### src/rtl/fifo_rd_seq_pkg.sv
// Shared definitions for the async-FIFO read-side sequencer: state
// encoding, burst length width and the burst length decode.
package fifo_rd_seq_pkg;

  localparam int BURST_LEN_W = 4;
  localparam int REM_W       = BURST_LEN_W + 1;

  typedef enum logic [1:0] {
    IDLE   = 2'd0,
    STREAM = 2'd1,
    BURST  = 2'd2,
    DONE   = 2'd3
  } rd_state_e;

  // A burst length field of zero stands for the maximum burst of 16 words.
  function automatic logic [REM_W-1:0] burst_len_decode(input logic [BURST_LEN_W-1:0] len);
    logic [REM_W-1:0] words;
    if (len == 4'd0) begin
      words = 5'd16;
    end else begin
      words = {1'b0, len};
    end
    return words;
  endfunction

endpackage

### src/rtl/fifo_rd_seq_if.sv
// Bundle of FIFO-side, control and downstream signals of the read sequencer.
// master = the sequencer itself, slave = FIFO logic plus downstream consumer.
interface fifo_rd_seq_if #(
  parameter int DATA_W = 8,
  parameter int CNT_W  = 16
);
  import fifo_rd_seq_pkg::*;

  logic                   rempty;
  logic [DATA_W-1:0]      rdata;
  logic                   rinc;
  logic                   stream_en;
  logic                   burst_start;
  logic [BURST_LEN_W-1:0] burst_len;
  logic [DATA_W-1:0]      dout;
  logic                   dout_valid;
  logic                   dout_ready;
  logic                   busy;
  logic                   burst_done;
  logic [CNT_W-1:0]       pop_count;

  modport master (
    input  rempty, rdata, stream_en, burst_start, burst_len, dout_ready,
    output rinc, dout, dout_valid, busy, burst_done, pop_count
  );

  modport slave (
    output rempty, rdata, stream_en, burst_start, burst_len, dout_ready,
    input  rinc, dout, dout_valid, busy, burst_done, pop_count
  );

endinterface

### src/rtl/fifo_rd_skid2.sv
// Two-entry output buffer. A push and a pop in the same cycle at full
// occupancy is legal: the freed head slot is the one being overwritten.
module fifo_rd_skid2 #(
  parameter int DATA_W = 8
) (
  input  logic              rclk,
  input  logic              rrst,
  input  logic              push,
  input  logic [DATA_W-1:0] push_data,
  input  logic              pop,
  output logic [DATA_W-1:0] head,
  output logic [1:0]        occ
);

  logic [DATA_W-1:0] mem_r [0:1];
  logic              rd_ptr_r;
  logic              wr_ptr_r;
  logic [1:0]        occ_r;
  logic              pop_s;
  logic              push_s;

  // Qualify pop/push so an empty pop or an overflowing push can never corrupt state.
  always_comb begin
    pop_s  = pop & (occ_r != 2'd0);
    push_s = push & ((occ_r != 2'd2) | pop_s);
  end

  // Storage, pointers and occupancy; reset clears data so head reads zero.
  always_ff @(posedge rclk or posedge rrst) begin
    if (rrst) begin
      mem_r[0] <= {DATA_W{1'b0}};
      mem_r[1] <= {DATA_W{1'b0}};
      rd_ptr_r <= 1'b0;
      wr_ptr_r <= 1'b0;
      occ_r    <= 2'd0;
    end else begin
      if (push_s) begin
        mem_r[wr_ptr_r] <= push_data;
        wr_ptr_r        <= ~wr_ptr_r;
      end
      if (pop_s) begin
        rd_ptr_r <= ~rd_ptr_r;
      end
      case ({push_s, pop_s})
        2'b10:   occ_r <= occ_r + 2'd1;
        2'b01:   occ_r <= occ_r - 2'd1;
        default: occ_r <= occ_r;
      endcase
    end
  end

  assign head = mem_r[rd_ptr_r];
  assign occ  = occ_r;

endmodule

### src/rtl/fifo_rd_seq.sv
// Read-domain sequencer: pops the async FIFO (rinc), buffers words in a
// two-entry skid buffer and serves them on a valid/ready port, either as a
// continuous stream or as fixed-length bursts ending in a done pulse.
module fifo_rd_seq
  import fifo_rd_seq_pkg::*;
#(
  parameter int DATA_W = 8,
  parameter int CNT_W  = 16
) (
  input logic           rclk,
  input logic           rrst,
  fifo_rd_seq_if.master bus
);

  rd_state_e         state_r;
  logic [REM_W-1:0]  remaining_r;
  logic [CNT_W-1:0]  pop_count_r;
  logic              busy_r;
  logic              burst_done_r;

  logic [1:0]        occ_s;
  logic [DATA_W-1:0] head_s;
  logic              dout_valid_s;
  logic              drain_s;
  logic              space_s;
  logic              pop_ok_s;
  logic              rinc_s;

  // Pop request: only when the mode allows it, the FIFO has data and the buffer has room.
  always_comb begin
    dout_valid_s = (occ_s != 2'd0);
    drain_s      = dout_valid_s & bus.dout_ready;
    space_s      = (occ_s < 2'd2) | drain_s;
    pop_ok_s     = (state_r == STREAM) |
                   ((state_r == BURST) & (remaining_r != {REM_W{1'b0}}));
    rinc_s       = pop_ok_s & ~bus.rempty & space_s;
  end

  fifo_rd_skid2 #(.DATA_W(DATA_W)) u_skid (
    .rclk      (rclk),
    .rrst      (rrst),
    .push      (rinc_s),
    .push_data (bus.rdata),
    .pop       (drain_s),
    .head      (head_s),
    .occ       (occ_s)
  );

  // Mode FSM with burst word counter, registered busy and done pulse.
  always_ff @(posedge rclk or posedge rrst) begin
    if (rrst) begin
      state_r      <= IDLE;
      remaining_r  <= {REM_W{1'b0}};
      busy_r       <= 1'b0;
      burst_done_r <= 1'b0;
    end else begin
      burst_done_r <= 1'b0;
      case (state_r)
        IDLE: begin
          if (bus.burst_start) begin
            state_r     <= BURST;
            remaining_r <= burst_len_decode(bus.burst_len);
            busy_r      <= 1'b1;
          end else if (bus.stream_en) begin
            state_r <= STREAM;
            busy_r  <= 1'b1;
          end else begin
            busy_r <= 1'b0;
          end
        end
        STREAM: begin
          if (!bus.stream_en) begin
            state_r <= IDLE;
            busy_r  <= 1'b0;
          end else begin
            busy_r <= 1'b1;
          end
        end
        BURST: begin
          if (rinc_s) begin
            remaining_r <= remaining_r - 5'd1;
          end
          // Finish only once every burst word has also left the buffer.
          if ((remaining_r == {REM_W{1'b0}}) && (occ_s == 2'd0)) begin
            state_r      <= DONE;
            burst_done_r <= 1'b1;
          end
        end
        DONE: begin
          state_r <= IDLE;
          busy_r  <= 1'b0;
        end
        default: begin
          state_r     <= IDLE;
          remaining_r <= {REM_W{1'b0}};
          busy_r      <= 1'b0;
        end
      endcase
    end
  end

  // Running count of popped words; wraps naturally.
  always_ff @(posedge rclk or posedge rrst) begin
    if (rrst) begin
      pop_count_r <= {CNT_W{1'b0}};
    end else if (rinc_s) begin
      pop_count_r <= pop_count_r + {{(CNT_W-1){1'b0}}, 1'b1};
    end else begin
      pop_count_r <= pop_count_r;
    end
  end

  assign bus.rinc       = rinc_s;
  assign bus.dout       = head_s;
  assign bus.dout_valid = dout_valid_s;
  assign bus.busy       = busy_r;
  assign bus.burst_done = burst_done_r;
  assign bus.pop_count  = pop_count_r;

endmodule

### src/flat_wrapper.sv
// flat-port wrapper written by rule: the top's interface ports become plain ports
module fifo_rd_seq_flat import fifo_rd_seq_pkg::*;
#(
  parameter int DATA_W = 8,
  parameter int CNT_W  = 16
)
  (rclk, rrst, bus_rempty, bus_rdata, bus_stream_en, bus_burst_start, bus_burst_len, bus_dout_ready, bus_rinc, bus_dout, bus_dout_valid, bus_busy, bus_burst_done, bus_pop_count);
  fifo_rd_seq_if #(.DATA_W(DATA_W), .CNT_W(CNT_W)) bus_i ();
  input logic rclk;
  input logic rrst;
  input wire logic [$bits(bus_i.rempty)-1:0] bus_rempty;
  input wire logic [$bits(bus_i.rdata)-1:0] bus_rdata;
  input wire logic [$bits(bus_i.stream_en)-1:0] bus_stream_en;
  input wire logic [$bits(bus_i.burst_start)-1:0] bus_burst_start;
  input wire logic [$bits(bus_i.burst_len)-1:0] bus_burst_len;
  input wire logic [$bits(bus_i.dout_ready)-1:0] bus_dout_ready;
  output wire logic [$bits(bus_i.rinc)-1:0] bus_rinc;
  output wire logic [$bits(bus_i.dout)-1:0] bus_dout;
  output wire logic [$bits(bus_i.dout_valid)-1:0] bus_dout_valid;
  output wire logic [$bits(bus_i.busy)-1:0] bus_busy;
  output wire logic [$bits(bus_i.burst_done)-1:0] bus_burst_done;
  output wire logic [$bits(bus_i.pop_count)-1:0] bus_pop_count;
  assign bus_i.rempty = bus_rempty;
  assign bus_i.rdata = bus_rdata;
  assign bus_i.stream_en = bus_stream_en;
  assign bus_i.burst_start = bus_burst_start;
  assign bus_i.burst_len = bus_burst_len;
  assign bus_i.dout_ready = bus_dout_ready;
  assign bus_rinc = bus_i.rinc;
  assign bus_dout = bus_i.dout;
  assign bus_dout_valid = bus_i.dout_valid;
  assign bus_busy = bus_i.busy;
  assign bus_burst_done = bus_i.burst_done;
  assign bus_pop_count = bus_i.pop_count;
  fifo_rd_seq #(.DATA_W(DATA_W), .CNT_W(CNT_W)) u_core (.rclk(rclk), .rrst(rrst), .bus(bus_i));
endmodule
### config.mk
export PLATFORM = sky130hd
export DESIGN_NAME = fifo_rd_seq_flat
export DESIGN_NICKNAME = d
export VERILOG_FILES = /design/src/rtl/fifo_rd_seq_pkg.sv /design/src/rtl/fifo_rd_seq_if.sv /design/src/rtl/fifo_rd_skid2.sv /design/src/rtl/fifo_rd_seq.sv /design/src/flat_wrapper.sv
export SDC_FILE = /design/constraint.sdc
export NUM_CORES = 1
export LEC_CHECK = 0
export ABC_AREA = 1
export CORE_ASPECT_RATIO = 1.75
export CORE_MARGIN = 2
export CORE_UTILIZATION = 47
export CTS_CLUSTER_DIAMETER = 60
export DETAILED_ROUTE_END_ITERATION = 7
export PLACE_DENSITY = 0.76
export SETUP_SLACK_MARGIN = 0.3
export SKIP_LAST_GASP = 1
export SLEW_MARGIN = 20
export SYNTH_ARGS = -nofsm -noshare
export SYNTH_HDL_FRONTEND = slang
export SYNTH_SLANG_ARGS = --single-unit
### constraint.sdc
create_clock -name rclk -period 1.93 [get_ports rclk]
set_input_delay 0.386 -clock rclk [delete_from_list [all_inputs] [get_ports rclk]]
set_output_delay 0.386 -clock rclk [all_outputs]
set_load 0.01 [all_outputs]
==> results.json, run 1 <==
{
  "io_buffers": 45,
  "reg2reg_from": "u_core.u_skid.occ[1]",
  "ys_seq_area_frac": 0.452,
  "areaGrowthSynthToFinish_pct": 42.2,
  "io_pins": 46,
  "peakVddDrop_mv": 0.807,
  "grtUsageTotal": 0.232,
  "finalSetupViolCount": 0,
  "slew_headroom": 0.798,
  "fin_tns_setup_ns": 0,
  "crit_chain": "inv_2 > nor2_4 > nor2_4 > a21boi_4 > buf_2",
  "antenna_found_initial": 0,
  "syn_area_sq_um": 2490,
  "clk_pin_slew_ns": 0.09,
  "end_kind": "output pin",
  "final_util": 0.686,
  "clock_latency_ns": 0.30,
  "overflow": 0,
  "rr_worst_depth": 11,
  "synth_top_area_frac": 0.452,
  "max_freq_mhz": 576,
  "die_h_um": 100,
  "postPlaceCellArea_sq_um": 3110,
  "hp-class": "in2async",
  "grt_first_pass_wirelength_mm": 10.6,
  "min_period_over_period": 0.900,
  "min_period_ns": 1.74,
  "synth_area_per_cell_sq_um": 7.53,
  "root_buffer": "clkbuf_8",
  "gp_congestion": 0.809,
  "synth_edf_count": 0,
  "via_per_inst": 5.16,
  "htree_levels": 2,
  "ys.flop_type": "dfrtp_1",
  "hpwl_mm": 4.07,
  "crit_fanout": 2,
  "synth_nets": 353,
  "cp.arrival_ns": 1.35,
  "fin_worst_skew_ns": 0.00926,
  "drive_above_1_share": 0.221,
  "grt_max_degree": 46,
  "rsz0062_at_grt": "true",
  "timing.critical_path.mode_cell": "nor2_4",
  "yosysUniqueCellTypes": 26,
  "yosysWarnings": 0,
  "synth.most_common_cell": "nand2_1",
  "slew_viol_final": 0,
  "ys_ff_latch": 45,
  "firstDrtPassIters": 4,
  "clock_sinks": 45,
  "p_leak_uw": 0.00182,
  "powerDensity_nw_per_um2": 1400,
  "grt_pass1_vias": 2442,
  "yosysTopAreaCell": "dfrtp_1",
  "n_fill_cell": 432,
  "synthTopCellsByCount": "nand2_1, dfrtp_1, inv_1, nor2_1, nand4_1",
  "timing.hold.ws_ns": 0.432,
  "nNetsFinal": 441,
  "die_area_sq_um": 5920,
  "cts_made_buffers": 5,
  "hold_violations": 0,
  "worstMarginPinSlew_ns": 0.302,
  "netlist_instances": 331,
  "design_area_sq_um": 3540,
  "rows": 35,
  "wl_mm": 6.35,
  "core_sq_um": 5170,
  "antenna_cells": 0,
  "cp_slowest_stage_delay_ns": 0.41,
  "final_antenna_net_count": 0,
  "critPathKind": "reg2out",
  "synth.area.top_cells": "dfrtp_1, nand2_1, nand4_1",
  "cap_violations": 0,
  "ctsLongestPathBuffers": 2,
  "cts_tree": "built",
  "status": "completed",
  "crit_path_start_kind": "flop",
  "async_flop_share": 1.00,
  "drt_iter0_drc": 103,
  "crit_required_ns": 1.54,
  "final.setup.worst_slack_ns": 0.193,
  "crit_path_start": "u_core.u_skid.occ[1]",
  "wl_per_cell_um": 13.4,
  "final-seq-area_sq_um": 1140,
  "multi_input_area_sq_um": 1310,
  "drc_errors": 0,
  "start_util": 0.482,
  "post-place-ws_ns": -0.290,
  "num_vias": 2453,
  "cp_slowest_cell": "dfrtp_1",
  "die_w_um": 59.0
}
worst max-delay path: cells and delay by family, from the launching register on:
kind                   cells  cell delay [ns]
DFF                        1             0.41
and+or+nand+nor            2             0.15
AOI/OAI and AO/OA          1             0.23
buffers and inverters      2             0.25
path summary, 6_finish.rpt:
kind	slack, ns	end
setup / recovery	0.19	bus_rinc
hold / removal	0.43	u_core.bus.pop_count[15]
setup reg to reg	0.26	u_core.u_skid.occ[1]
hold reg to reg	0.48	u_core.u_skid.mem_r[1]
max in group asynchronous	1.27	u_core.bus.pop_count[5]
min in group rclk	0.48	u_core.u_skid.mem_r[1]
state kept, by name, summed over array words and instances (netlist names):
signal and cells:
u_core.remaining_r 5, u_core.bus.burst_done 1, u_core.u_skid.rd_ptr_r 1, u_core.bus.busy 1, u_core.state_r 2, u_core.bus.pop_count 16, u_core.u_skid.wr_ptr_r 1, u_core.u_skid.mem_r 16
u_core.u_skid.occ 2
power by group:
group	internal (uW)	switching, uW
clock	421	337
combinational	1210	1490
sequential	1280	223
through the flow:
step / std cells / power (uW)
detailed placement: 434 / 3830
global route: 475 / 5330
finish: 475 / 4970
global placement: 434 / 3770
CTS: 474 / 4880
floorplan: 331 / 3040
layer usage:
metal  wire, um  up-vias  track usage
met4        101        0       0.0752
met5          0        -            0
li1           -     1232            -
met2       3550       58        0.444
met3        259       11       0.0387
met1       2440     1152        0.244
placed cells by master (no fill, tap or decap), drive strengths merged, types with 2 or more instances in the layout:
cell type / instances
dlymetal6s2s: 5
nand2: 155
inv: 23
clkinv: 2
xnor2: 6
nor2: 26
or2: 2
clkdlybuf4s50: 26
ha: 4
buf: 50
xor2: 5
clkbuf: 7
dlygate4sd2: 4
o21ai: 15
dfrtp: 45
nand3: 17
nand4: 21
logic make-up after synthesis:
logic type | count (synthesis) | synth area share
AND/OR/NAND/NOR | 221 | 0.389
flip-flops | 45 | 0.452
adder cells (fa/ha/maj) | 4 | 0.0201
AO/OA/AOI/OAI | 18 | 0.0422
XOR/XNOR | 11 | 0.0387
buffers and inverters | 32 | 0.0583
area by class of cell:
type                    instances  share of cell area
repair buffers                 88               0.227
clock inverters                 2              0.0106
well taps                      55              0.0194
inverters                      25              0.0286
clock buffers                   6              0.0233
flip-flops and latches         45               0.321
multi-input cells             254               0.370
what timing repair did:
action / CTS / global route
gates cloned: 1 / 0
endpoints found under the setup margin: 28 / 35
buffers inserted: 31 / 1
endpoints found under the hold margin: 0 / 0
pin swaps: 4 / 1
gates resized for setup: 58 / 17
hold buffers: 0 / 0
No activity file was read; power rests on OpenSTA's default activity.
==> run 2, diff against run 1 <==
--- a/config.mk
+++ b/config.mk
@@ -8,10 +8,11 @@
 export ABC_AREA = 1
 export CORE_ASPECT_RATIO = 1.75
 export CORE_MARGIN = 2
-export CORE_UTILIZATION = 47
+export CORE_UTILIZATION = 49
+export CTS_BUF_LIST = sky130_fd_sc_hd__clkbuf_2
 export CTS_CLUSTER_DIAMETER = 60
 export DETAILED_ROUTE_END_ITERATION = 7
-export PLACE_DENSITY = 0.76
+export PLACE_DENSITY = 0.79
 export SETUP_SLACK_MARGIN = 0.3
 export SKIP_LAST_GASP = 1
 export SLEW_MARGIN = 20
==> constraint.sdc (replaced) <==
create_clock -name rclk -period 1.4 [get_ports rclk]
set_input_delay 0.28 -clock rclk [delete_from_list [all_inputs] [get_ports rclk]]
set_output_delay 0.28 -clock rclk [all_outputs]
set_load 0.01 [all_outputs]
==> results.json, run 2 (same netlist as run 1, synthesis figures left out) <==
{
  "status": "finished, violations left",
  "failed_checks": "setup timing",
  "grtUsageTotal": 0.269,
  "io_pins": 46,
  "fin_tns_setup_ns": -16.55,
  "finalSetupViolCount": 52,
  "finalPower_uw": 8780,
  "top_layer": "met4",
  "max_freq_mhz": 522,
  "fin_worst_skew_ns": 0.00956,
  "postPlaceCellArea_sq_um": 3300,
  "wl_mm": 8.73,
  "p_leak_uw": 0.00203,
  "min_period_over_period": 1.37,
  "slew_headroom": 0.740,
  "end_kind": "flop",
  "wl_met1_mm": 3.01,
  "root_buffer": "clkbuf_2",
  "grt_max_degree": 22,
  "powerDensity_nw_per_um2": 2140,
  "grt_first_pass_wirelength_mm": 12.0,
  "design_area_sq_um": 4110,
  "reg2reg_from": "u_core.state_r[1]",
  "drive_above_1_share": 0.433,
  "final.setup.worst_slack_ns": -0.516,
  "io_buffers": 45,
  "ctsLongestPathBuffers": 2,
  "crit_path_start": "u_core.state_r[1]",
  "worstMarginPinSlew_ns": 0.388,
  "crit_path_start_kind": "flop",
  "clock_latency_ns": 0.42,
  "num_vias": 2823,
  "rr_worst_depth": 11,
  "cp.arrival_ns": 2.26,
  "final_util": 0.833,
  "die_w_um": 57.9,
  "clock_sinks": 45,
  "antenna_found_initial": 0,
  "nNetsFinal": 474,
  "final_antenna_net_count": 0,
  "drc_errors": 0,
  "route.met3.wl_um": 518,
  "drt_iter0_drc": 195,
  "cap_violations": 0,
  "cts_made_buffers": 5,
  "rows": 34,
  "start_util": 0.505,
  "final_common_cell": "nand2_1",
  "wl_met2_mm": 4.77,
  "htree_levels": 2,
  "antenna_cells": 0,
  "wl_per_cell_um": 17.2,
  "post-place-ws_ns": -0.659,
  "cts_hold_buf": 0,
  "core_sq_um": 4930,
  "critPathKind": "reg2reg",
  "hp-class": "in2async",
  "die_h_um": 98.3,
  "hold_violations": 0,
  "gp_congestion": 0.857,
  "via_per_inst": 5.57,
  "hpwl_mm": 4.32,
  "clk_pin_slew_ns": 0.23,
  "peakVddDrop_mv": 2.01,
  "firstDrtPassIters": 5,
  "cts_tree": "built",
  "min_period_ns": 1.92,
  "grt_pass1_vias": 2682,
  "areaGrowthSynthToFinish_pct": 64.9,
  "rsz0062_at_grt": "true",
  "crit_fanout": 3,
  "die_area_sq_um": 5690,
  "overflow": 0,
  "mostFrequentLayoutCells": "nand2_1, buf_4, dfrtp_1, buf_6, nand2_2",
  "crit_required_ns": 1.74,
  "slew_viol_final": 0
}
run 2: changes by cell type in the layout (fill, tap and decap cells not counted), moves of 9 or more:
| cell | change |
|---|---|
| buf_2 | +9 |
| nand2_1 | -38 |
| nand2_4 | +10 |
| clkdlybuf4s50_1 | -9 |
| nand2_2 | +29 |
| buf_6 | +28 |
run 2: report_power, final:
| part | internal, uW | switching, uW | leakage (uW) |
|---|---|---|---|
| Sequential | 1770 | 395 | 0.000563 |
| Clock | 126 | 440 | 0.0000327 |
| Combinational | 3030 | 3020 | 0.00143 |
run 2: cell type report:
class	count	area, sq um
inverter	25	110
clock inverter	2	10.0
clock buffer	6	30.0
timing repair inverter	1	11.3
tap	54	67.6
timing repair buffer	118	1190
sequential	45	1140
multi-input combinational	256	1550
fill	283	826
run 2: critical path, stage by stage (launching register included):
cell     delay (ns)
dfrtp_1        0.48
inv_2          0.10
nor2_4         0.17
nand2_4        0.08
buf_4          0.13
buf_6          0.12
nand2_8        0.07
nand2_8        0.06
ha_4           0.23
a21oi_2        0.16
o21ai_2        0.09
xor2_1         0.15
run 2: repair_timing:
item	4_1_cts	5_1_grt
setup buffers	34	9
endpoints found under the setup margin	71	73
gates cloned	6	0
pin swaps	16	21
resized for setup	183	54
run 2: per-stage QoR:
stage | cells | hold slack, ns
floorplan | 331 | 0.290
global placement | 450 | 0.453
detailed placement | 450 | 0.458
CTS | 498 | 0.124
global route | 507 | 0.145
finish | 507 | 0.134
run 2: per-layer routing:
| layer | vias up | track usage |
|---|---|---|
| li1 | 1306 | - |
| met1 | 1340 | 0.299 |
| met2 | 138 | 0.472 |
| met3 | 39 | 0.0397 |
| met4 | 0 | 0.150 |
| met5 | - | 0 |
run 2: worst paths after layout:
path,endpoint,slack [ns]
max in group asynchronous,u_core.state_r[0],0.87
min in group rclk,u_core.u_skid.mem_r[0],0.44
min reg2reg,u_core.u_skid.mem_r[0],0.51
max,u_core.u_skid.occ[1],-0.52
min,u_core.bus.pop_count[9],0.13
max reg2reg,u_core.u_skid.occ[1],-0.52
==> run 3, diff against run 2 <==
--- a/config.mk
+++ b/config.mk
@@ -6,6 +6,7 @@
 export NUM_CORES = 1
 export LEC_CHECK = 0
 export ABC_AREA = 1
+export ABC_CLOCK_PERIOD_IN_PS = 1400
 export CORE_ASPECT_RATIO = 1.75
 export CORE_MARGIN = 2
 export CORE_UTILIZATION = 49
==> constraint.sdc (replaced) <==
create_clock -name rclk -period 1.4 [get_ports rclk]
set_input_delay 0.14 -clock rclk [delete_from_list [all_inputs] [get_ports rclk]]
set_output_delay 0.14 -clock rclk [all_outputs]
set_load 0.01 [all_outputs]
==> results.json, run 3 (same netlist as run 1, synthesis figures left out) <==
{
  "drc_errors": 0,
  "postPlaceCellArea_sq_um": 3290,
  "crit_family": "simple AND/OR/NAND/NOR gates",
  "timing.reg2reg.setup_slack_ns": -0.44,
  "wl_mm": 9.64,
  "grt_first_pass_wirelength_mm": 12.0,
  "p_leak_uw": 0.00208,
  "timing.critical_path.mode_cell": "nand2_8",
  "rsz0062_at_grt": "true",
  "io_buffers": 45,
  "peakVddDrop_mv": 1.65,
  "firstDrtPassIters": 5,
  "powerDensity_nw_per_um2": 2120,
  "num_vias": 3021,
  "n_fill_cell": 255,
  "cap_violations": 0,
  "clk_pin_slew_ns": 0.24,
  "multi_input_area_sq_um": 1560,
  "hold_violations": 13,
  "p_sw_uw": 3990,
  "swShare": 0.448,
  "internal-power_uw": 4910,
  "cp_slowest_stage_delay_ns": 0.47,
  "rows": 34,
  "antenna_cells": 0,
  "min_period_ns": 1.84,
  "crit_required_ns": 1.76,
  "cts_made_buffers": 5,
  "final-seq-area_sq_um": 1140,
  "design_area_sq_um": 4200,
  "worstMarginPinSlew_ns": 0.419,
  "fin_worst_skew_ns": 0.0187,
  "slew_viol_final": 0,
  "drive_above_1_share": 0.457,
  "grtUsageTotal": 0.275,
  "nNetsFinal": 485,
  "cts_tree": "built",
  "crit_fanout": 4,
  "antenna_found_initial": 0,
  "die_h_um": 98.3,
  "finalSetupViolCount": 51,
  "grt_max_degree": 19,
  "htree_levels": 2,
  "grt_pass1_vias": 2719,
  "core_sq_um": 4930,
  "timing.hold.ws_ns": -0.0349,
  "critPathKind": "reg2reg",
  "start_util": 0.505,
  "cp_slowest_cell": "dfrtp_1",
  "areaGrowthSynthToFinish_pct": 68.6,
  "failed_checks": "hold timing, setup timing",
  "die_area_sq_um": 5690,
  "root_buffer": "clkbuf_2",
  "cts_hold_buf": 0,
  "crit_path_start_kind": "flop",
  "grtUsageMet3": 0.0344,
  "status": "finished, violations left",
  "combinationalPowerShare": 0.692,
  "clock_sinks": 45,
  "clock_latency_ns": 0.47,
  "drt_iter0_drc": 200,
  "io_pins": 46,
  "end_kind": "flop",
  "hpwl_mm": 4.45,
  "pwr-share-seq": 0.242,
  "cp.arrival_ns": 2.21,
  "final_antenna_net_count": 0,
  "met2_usage": 0.520,
  "wl_per_cell_um": 18.6,
  "slew_headroom": 0.719,
  "final.setup.worst_slack_ns": -0.444,
  "use_met1": 0.277,
  "ctsLongestPathBuffers": 2,
  "via_per_inst": 5.83,
  "worst-path-buf-inv": 1,
  "max_freq_mhz": 542,
  "p_clk_frac": 0.066,
  "min_period_over_period": 1.32,
  "final_common_cell": "nand2_1",
  "hp-class": "in2async",
  "final_util": 0.851,
  "die_w_um": 57.9,
  "grt-busiest-layer": "met2",
  "crit_chain": "nor2_4 > nand3_4 > nand2_4 > buf_6 > nand2_8 > nand2_8 > ha_4 > a21oi_2 > o21ai_1 > xor2_1",
  "mostFrequentLayoutCells": "nand2_1, buf_6, buf_4, dfrtp_1, nand2_2",
  "gp_congestion": 0.873,
  "overflow": 0
}
## run 3: cell types whose count changed in the layout (fill, tap and decap cells not counted), moves of 2 or more
cell	previous run	this run
nand2_2	29	32
buf_4	37	40
nor2_2	2	4
buf_16	3	1
nor2_1	17	15
buf_6	33	40
buf_2	17	20
nand2_1	113	111
clkbuf_16	0	3
buf_12	8	6
## run 3: cell type report
cell class | instances | share of cell area
Inverter | 25 | 0.0256
Tap cell | 54 | 0.0161
Timing Repair inverter | 1 | 0.00268
Timing Repair Buffer | 129 | 0.303
Multi-Input combinational cell | 256 | 0.372
Clock buffer | 6 | 0.00715
Clock inverter | 2 | 0.00238
Sequential cell | 45 | 0.271
## run 3: per-stage QoR
stage               setup TNS, ns  power, uW  hold slack, ns  setup WS, ns  cells
floorplan                  -0.421       4310           0.150        -0.303    331
global placement            -9.07       5630           0.453        -0.400    449
detailed placement          -9.82       5760           0.458        -0.404    449
CTS                         -4.46       7170          0.0245        -0.304    500
global route               -14.48       9300          0.0113        -0.523    518
finish                     -10.88       8890         -0.0349        -0.444    518
## run 3: path summary, 6_finish.rpt
| check | startpoint | end | cells past startpoint |
|---|---|---|---|
| max | u_core.remaining_r[3] | u_core.u_skid.occ[1] | 10 |
| min | rrst | u_core.u_skid.mem_r[8] | 2 |
| max reg2reg | u_core.remaining_r[3] | u_core.u_skid.occ[1] | 10 |
| min reg2reg | u_core.u_skid.mem_r[4] | u_core.u_skid.mem_r[4] | 2 |
| max in group asynchronous | rrst | u_core.bus.pop_count[1] | 3 |
| min in group rclk | bus_rdata[5] | u_core.u_skid.mem_r[5] | 3 |
## run 3: layer usage
metal | vias up | part of all wire
li1 | 1324 | -
met1 | 1463 | 0.31
met5 | - | 0
met4 | 0 | 0.068
met3 | 64 | 0.058
met2 | 170 | 0.56
## run 3: power by group through the flow
stage	combinational, uW	sequential, uW	clock (uW)
floorplan	2170	2140	0
global placement	3500	2130	0
detailed placement	3610	2150	0
CTS	4540	2070	561
global route	6480	2180	634
finish	6160	2150	589
## run 3: what timing repair did
item,4_1_cts,5_1_grt
resized for setup,156,85
pin swaps,8,45
gates cloned,4,5
setup buffers,39,13
endpoints found under the setup margin,71,73
